**src/rtl/cdb_arbiter.sv**
```systemverilog
// Common data bus arbiter: round-robin selection among execution-unit
// result ports, feeding a single registered broadcast stage that drives
// the reservation stations and commit logic.
module cdb_arbiter #(
    parameter  int NUM_UNITS   = 4,
    parameter  int RS_ID_WIDTH = 5,
    parameter  int FLAG_WIDTH  = 8,
    localparam int UNIT_W      = (NUM_UNITS > 1) ? $clog2(NUM_UNITS) : 1
) (
    input  logic                              clk,
    input  logic                              rst,
    input  logic                              flush,
    input  logic [NUM_UNITS-1:0]              unit_valid,
    output logic [NUM_UNITS-1:0]              unit_ready,
    input  logic [NUM_UNITS*RS_ID_WIDTH-1:0]  unit_rs_id,
    input  logic [NUM_UNITS*5-1:0]            unit_reg_addr,
    input  logic [NUM_UNITS*32-1:0]           unit_result,
    input  logic [NUM_UNITS*FLAG_WIDTH-1:0]   unit_flags,
    output logic                              cdb_valid,
    input  logic                              cdb_ready,
    output logic [RS_ID_WIDTH-1:0]            cdb_rs_id,
    output logic [4:0]                        cdb_reg_addr,
    output logic [31:0]                       cdb_value,
    output logic [FLAG_WIDTH-1:0]             cdb_flags,
    output logic [UNIT_W-1:0]                 cdb_unit
);

    // ------------------------------------------------------------------
    // Per-unit payload views (unit i lives at slice i of each bus)
    // ------------------------------------------------------------------
    logic [RS_ID_WIDTH-1:0] rs_id_arr   [NUM_UNITS];
    logic [4:0]             reg_arr     [NUM_UNITS];
    logic [31:0]            result_arr  [NUM_UNITS];
    logic [FLAG_WIDTH-1:0]  flags_arr   [NUM_UNITS];
    logic [NUM_UNITS-1:0]   req;

    // ------------------------------------------------------------------
    // Broadcast stage state
    // ------------------------------------------------------------------
    logic                   cdb_valid_q;
    logic [RS_ID_WIDTH-1:0] cdb_rs_id_q;
    logic [4:0]             cdb_reg_addr_q;
    logic [31:0]            cdb_value_q;
    logic [FLAG_WIDTH-1:0]  cdb_flags_q;
    logic [UNIT_W-1:0]      cdb_unit_q;
    logic [UNIT_W-1:0]      rr_ptr_q;
    logic [UNIT_W-1:0]      rr_ptr_d;

    // ------------------------------------------------------------------
    // Arbitration signals
    // ------------------------------------------------------------------
    logic                   load_en;
    logic                   grant_any;
    logic [UNIT_W-1:0]      grant_idx;
    logic [UNIT_W:0]        cand;
    logic                   xfer;

    // The stage can take a new result when it is empty or its current
    // broadcast is being consumed; a flush suppresses any new grant, and
    // no grant is ever issued while reset is held.
    assign load_en = rst && !flush && (!cdb_valid_q || cdb_ready);

    generate
        for (genvar gi = 0; gi < NUM_UNITS; gi++) begin : g_unpack
            assign rs_id_arr[gi]  = unit_rs_id[gi*RS_ID_WIDTH +: RS_ID_WIDTH];
            assign reg_arr[gi]    = unit_reg_addr[gi*5 +: 5];
            assign result_arr[gi] = unit_result[gi*32 +: 32];
            assign flags_arr[gi]  = unit_flags[gi*FLAG_WIDTH +: FLAG_WIDTH];
            assign req[gi]        = unit_valid[gi] && load_en;
        end
    endgenerate

    // Round-robin search: first requester at or after rr_ptr, wrapping.
    always_comb begin
        grant_any = 1'b0;
        grant_idx = '0;
        cand      = '0;
        for (int k = 0; k < NUM_UNITS; k++) begin
            cand = {1'b0, rr_ptr_q} + (UNIT_W+1)'(k);
            if (cand >= (UNIT_W+1)'(NUM_UNITS)) begin
                cand = cand - (UNIT_W+1)'(NUM_UNITS);
            end
            if (!grant_any && req[cand[UNIT_W-1:0]]) begin
                grant_any = 1'b1;
                grant_idx = cand[UNIT_W-1:0];
            end
        end
    end

    // One-hot grant back to the winning unit (all zero when no grant).
    always_comb begin
        unit_ready = '0;
        if (grant_any) begin
            unit_ready[grant_idx] = 1'b1;
        end
    end

    // A grant always completes a handshake because the winner is valid.
    assign xfer = grant_any;

    // Pointer moves to the unit just after the winner so it gets lowest
    // priority next time.
    always_comb begin
        rr_ptr_d = rr_ptr_q;
        if (xfer) begin
            if (grant_idx == UNIT_W'(NUM_UNITS - 1)) begin
                rr_ptr_d = '0;
            end else begin
                rr_ptr_d = grant_idx + UNIT_W'(1);
            end
        end
    end

    // Broadcast stage: load on transfer, drain on accept, drop on flush.
    always_ff @(posedge clk or negedge rst) begin
        if (!rst) begin
            cdb_valid_q    <= 1'b0;
            cdb_rs_id_q    <= '0;
            cdb_reg_addr_q <= '0;
            cdb_value_q    <= '0;
            cdb_flags_q    <= '0;
            cdb_unit_q     <= '0;
            rr_ptr_q       <= '0;
        end else begin
            if (flush) begin
                cdb_valid_q <= 1'b0;
            end else if (xfer) begin
                cdb_valid_q    <= 1'b1;
                cdb_rs_id_q    <= rs_id_arr[grant_idx];
                cdb_reg_addr_q <= reg_arr[grant_idx];
                cdb_value_q    <= result_arr[grant_idx];
                cdb_flags_q    <= flags_arr[grant_idx];
                cdb_unit_q     <= grant_idx;
                rr_ptr_q       <= rr_ptr_d;
            end else if (cdb_valid_q && cdb_ready) begin
                cdb_valid_q <= 1'b0;
            end
        end
    end

    assign cdb_valid    = cdb_valid_q;
    assign cdb_rs_id    = cdb_rs_id_q;
    assign cdb_reg_addr = cdb_reg_addr_q;
    assign cdb_value    = cdb_value_q;
    assign cdb_flags    = cdb_flags_q;
    assign cdb_unit     = cdb_unit_q;

endmodule
```
**config.mk**
```make
export PLATFORM = sky130hd
export DESIGN_NAME = cdb_arbiter
export DESIGN_NICKNAME = d
export VERILOG_FILES = /design/src/rtl/cdb_arbiter.sv
export SDC_FILE = /design/constraint.sdc
export NUM_CORES = 1
export LEC_CHECK = 0
export ABC_AREA = 0
export CAP_MARGIN = 10
export CORE_MARGIN = 4
export CORE_UTILIZATION = 33
export CTS_BUF_LIST = sky130_fd_sc_hd__clkbuf_2
export DETAILED_ROUTE_END_ITERATION = 10
export GPL_TIMING_DRIVEN = 0
export HOLD_SLACK_MARGIN = 0.12
export PLACE_DENSITY = 0.8
export SLEW_MARGIN = 40
export SYNTH_ARGS = -nofsm -noshare
export SYNTH_HDL_FRONTEND = slang
export SYNTH_SLANG_ARGS = --single-unit
```
**constraint.sdc**
```tcl
create_clock -name clk -period 3.1 [get_ports clk]
set_input_delay 0.93 -clock clk [delete_from_list [all_inputs] [get_ports clk]]
set_output_delay 0.93 -clock clk [all_outputs]
set_load 0.05 [all_outputs]
```
==> qor.log <==
qor: route.drc 0
qor: outcome.failed_checks negative setup slack
qor: yosys.ys_seq_elements 55
qor: power_and_ir_drop.areal_power_density_over_the_cells 500.4 nW/um^2
qor: outcome.status complete, but fails checks
qor: placed_design.portBuffers 264
qor: yosys.dominant_combinational_cell_family_by_area_after_synthesis compound AO/OA/AOI/OAI gates
qor: clock_tree.clock-root-buffer clkbuf_2
qor: timing.tightestPinTransition 561.2 ps
qor: power_and_ir_drop.vdd_ir_drop_max 0.3774 mV
qor: timing.finalHoldViolCount 0
qor: placed_design.placed_cells_incl_taps 780
qor: worst_setup_path.crit_slowest_cell or4_4
qor: route.route.vias.total 4512
qor: grt.grt_pass1_vias 4908
qor: timing.finalWorstSetupSlack -75.54 ps
qor: cells_and_area.layout_common_cells clkdlybuf4s50_1, mux2i_1, buf_4
qor: cells_and_area.finalInstanceArea 7559 sq um
qor: die.fp.dieW 116.6 um
qor: worst_setup_path.crit_path_max_fanout 4
qor: route.drt-initial-drc-count 297
qor: yosys.synth_seq_area_share 35.37%
qor: grt.globalRouteOverflowTotal 0
qor: route.routed_length_per_placed_instance 20.07 um
qor: yosys.synth_flop_cell dfrtp_1
qor: cells_and_area.count_of_antenna_diodes_in_the_layout 0
qor: route.detail_route.first_pass.iterations 4
qor: cells_and_area.post_route_cells_drive_above_1_share 24.75%
qor: cells_and_area.utilization 65.91%
qor: timing.fraction_of_the_cycle_the_final_worst_path_needs 102.4%
qor: clock_tree.clock-sinks 55
qor: timing.finalSetupViolCount 4
qor: placed_design.gpl.final_weighted_congestion 0.8197
qor: yosys.synth_compound_area_share 24.89%
qor: yosys.synth_cell_types 32
qor: grt.grt_pass1_wl 24.86 mm
qor: timing.maxSlewViolCount 0
qor: job.max_cap_viol_count 0
qor: yosys.yosys.area_share.xor_xnor 0%
qor: worst_setup_path.critPathKind in2out
qor: route.drt-vias-per-instance 5.359
qor: worst_setup_path.crit_family simple AND/OR/NAND/NOR gates
qor: cells_and_area.stdcell_count 842
qor: clock_tree.tritoncts done
qor: worst_setup_path.crit_path_end_kind output port
qor: yosys.adder_cell_share_of_the_synthesized_area 0.6431%
qor: worst_setup_path.crit_path_cell_trace buf_6, or4_4, and3_4, clkbuf_16, and2_4, buf_8
qor: yosys.nets_in_the_synthesized_netlist 582
qor: die.dieArea 13590 sq um
qor: timing.highest_clock_rate 314.9 MHz
qor: cells_and_area.nNetsFinal 908
qor: yosys.synth-simple-area-share 17.85%
qor: yosys.synth_edf_count 0
qor: clock_tree.clk_pin_slew_worst_paths 310 ps
qor: yosys.post_synth_mux_area_share 15.43%
qor: die.num_rows 39
qor: placed_design.dpl.hpwl 12.40 mm
qor: die.core_region_area 11470 sq um
qor: power_and_ir_drop.leakage_dissipation 2.972 nW
qor: worst_setup_path.cpPeakStageDelay 550 ps
qor: die.floorplan.die.height 116.6 um
qor: yosys.synth.cell_area 3891 sq um
qor: clock_tree.ctsHoldBuffers 0
qor: clock_tree.worstSkewPairLatency 460 ps
qor: worst_setup_path.worstPathBufferInverterCount 3
qor: yosys.synthArstFlopShare 100.0%
qor: placed_design.place_area 6763 sq um
qor: clock_tree.cts_inserted_buffers 5
qor: timing.fin_skew 36.00 ps
qor: cells_and_area.area.growth.synth_to_final 94.24%
qor: grt.groute.usage.overall 23.24%
qor: timing.slew_headroom 62.47%
qor: cells_and_area.layout.cells.most_common clkdlybuf4s50_1
qor: timing.grt_setup_unrepaired yes
qor: hold_path.hold_path.class in2async
qor: timing.period_needed 3176 ps
qor: worst_setup_path.cp.required 2170 ps
qor: grt.grt_antenna_before_repair 0
qor: die.initial_utilization 33.93%
qor: power_and_ir_drop.finalPower 3.782 mW
qor: worst_setup_path.timing.critical_path.from_type input port
qor: yosys.yosys_warnings 0
qor: yosys.synthesis.area_per_instance 10.46 sq um
qor: grt.grt_max_degree 32
qor: route.routed_wirelength 16.90 mm
qor: clock_tree.cts-htree-levels 2
qor: die.ios 265
qor: clock_tree.max-clock-path-buffers 2
qor: yosys.synthCells 372
qor: route.final_antenna_net_count 0
qor: worst_setup_path.worst_ep_arrival_time 2250 ps
-- metrics by stage --
| step | TNS (ps) | setup slack (ps) | hold WS (ps) |
|---|---|---|---|
| 2_1_floorplan | -108.2 | -64.06 | 504.1 |
| 3_3_place_gp | -163400 | -3653 | 471.3 |
| 3_5_place_dp | -16520 | -1704 | 474.9 |
| 4_1_cts | -91.58 | -47.52 | 303.1 |
| 5_1_grt | -648.5 | -108.2 | 269.2 |
| 6_report | -144.6 | -75.54 | 334.8 |
-- cell usage after synthesis, drive strengths merged (2+ instances only) --
cell type,count,share of area [%]
o21ai,2,0.55
nor2b,2,0.32
nand2,17,1.6
nand2b,3,0.48
and2,2,0.32
buf,17,3.3
nor2,45,4.4
clkbuf,22,2.3
dfrtp,55,35
ha,2,0.64
a21oi,2,0.35
o221ai,9,2.0
inv,2,0.19
nor4b,41,9.2
a211oi,82,21
mux2i,60,15
-- per-layer routing --
metal | vias to the layer above | global-route usage (%) | wire (um)
li1 | 2093 | - | -
met1 | 2191 | 27.28 | 6381
met2 | 207 | 42.68 | 8802
met3 | 21 | 5.285 | 1447
met4 | 0 | 5.963 | 267
met5 | - | 0 | 0
-- registers in the layout, summed over array words and instances (netlist names) --
name,flops
cdb_value,32
cdb_flags,8
cdb_reg_addr,5
cdb_rs_id,5
cdb_unit,2
rr_ptr_q,2
cdb_valid,1
-- cell type report --
type / instances / area (sq um)
plain buffers: 38 / 261.5
clock buffers: 6 / 30.03
clock inverters: 2 / 60.06
fillers: 901 / 3909
inverters: 2 / 7.507
multi-input cells: 276 / 2480
flip-flops and latches: 55 / 1379
well taps: 143 / 178.9
repair buffers: 320 / 3162
-- logic make-up (layout without fill, tap and decap cells) --
group	after synthesis	in the layout
and+or+nand+nor	116	116
DFF	55	55
AOI/OAI and AO/OA	98	98
adders and majority gates	2	2
buffers and inverters	41	368
muxes	60	60
-- where the power goes --
group	total, mW	internal [mW]	switching (mW)
Combinational	2.29	0.958	1.33
Sequential	1.03	0.913	0.120
Clock	0.463	0.220	0.243
Total	3.78	2.09	1.69
-- worst reg2reg max path, cell delays in order, from the launching register on --
cell      delay [ps]
dfrtp_2          480
nand2b_1         190
a21oi_4          100
nor3_4           270
inv_2             90
buf_4            140
buf_6            100
buf_4            120
buf_4            120
buf_4            120
buf_4            120
buf_4            120
buf_4            120
buf_4            110
buf_4            120
buf_4            120
buf_4            120
buf_4            120
buf_4            130
o221ai_2         160
-- timing repair --
action	4_1_cts	5_1_grt
gates cloned	1	0
setup buffers	47	9
gates resized for setup	103	14
pin swaps	11	6
endpoints found under the setup margin	4	25
-- final timing paths --
check | startpoint | endpoint | slack, ps | cells past startpoint
min in group clk | cdb_value[14]$_DFFE_PN0P_ | cdb_value[14]$_DFFE_PN0P_ | 520 | 2
max in group asynchronous | rst | cdb_reg_addr[2]$_DFFE_PN0P_ | 2160 | 4
setup / recovery | unit_valid[1] | unit_ready[1] | -80 | 6
hold / removal | rst | cdb_value[3]$_DFFE_PN0P_ | 330 | 1
setup reg to reg | rr_ptr_q[0]$_DFFE_PN0P_ | cdb_value[11]$_DFFE_PN0P_ | 50 | 19
hold reg to reg | cdb_value[14]$_DFFE_PN0P_ | cdb_value[14]$_DFFE_PN0P_ | 520 | 2
(Power assumes the default switching activity.)
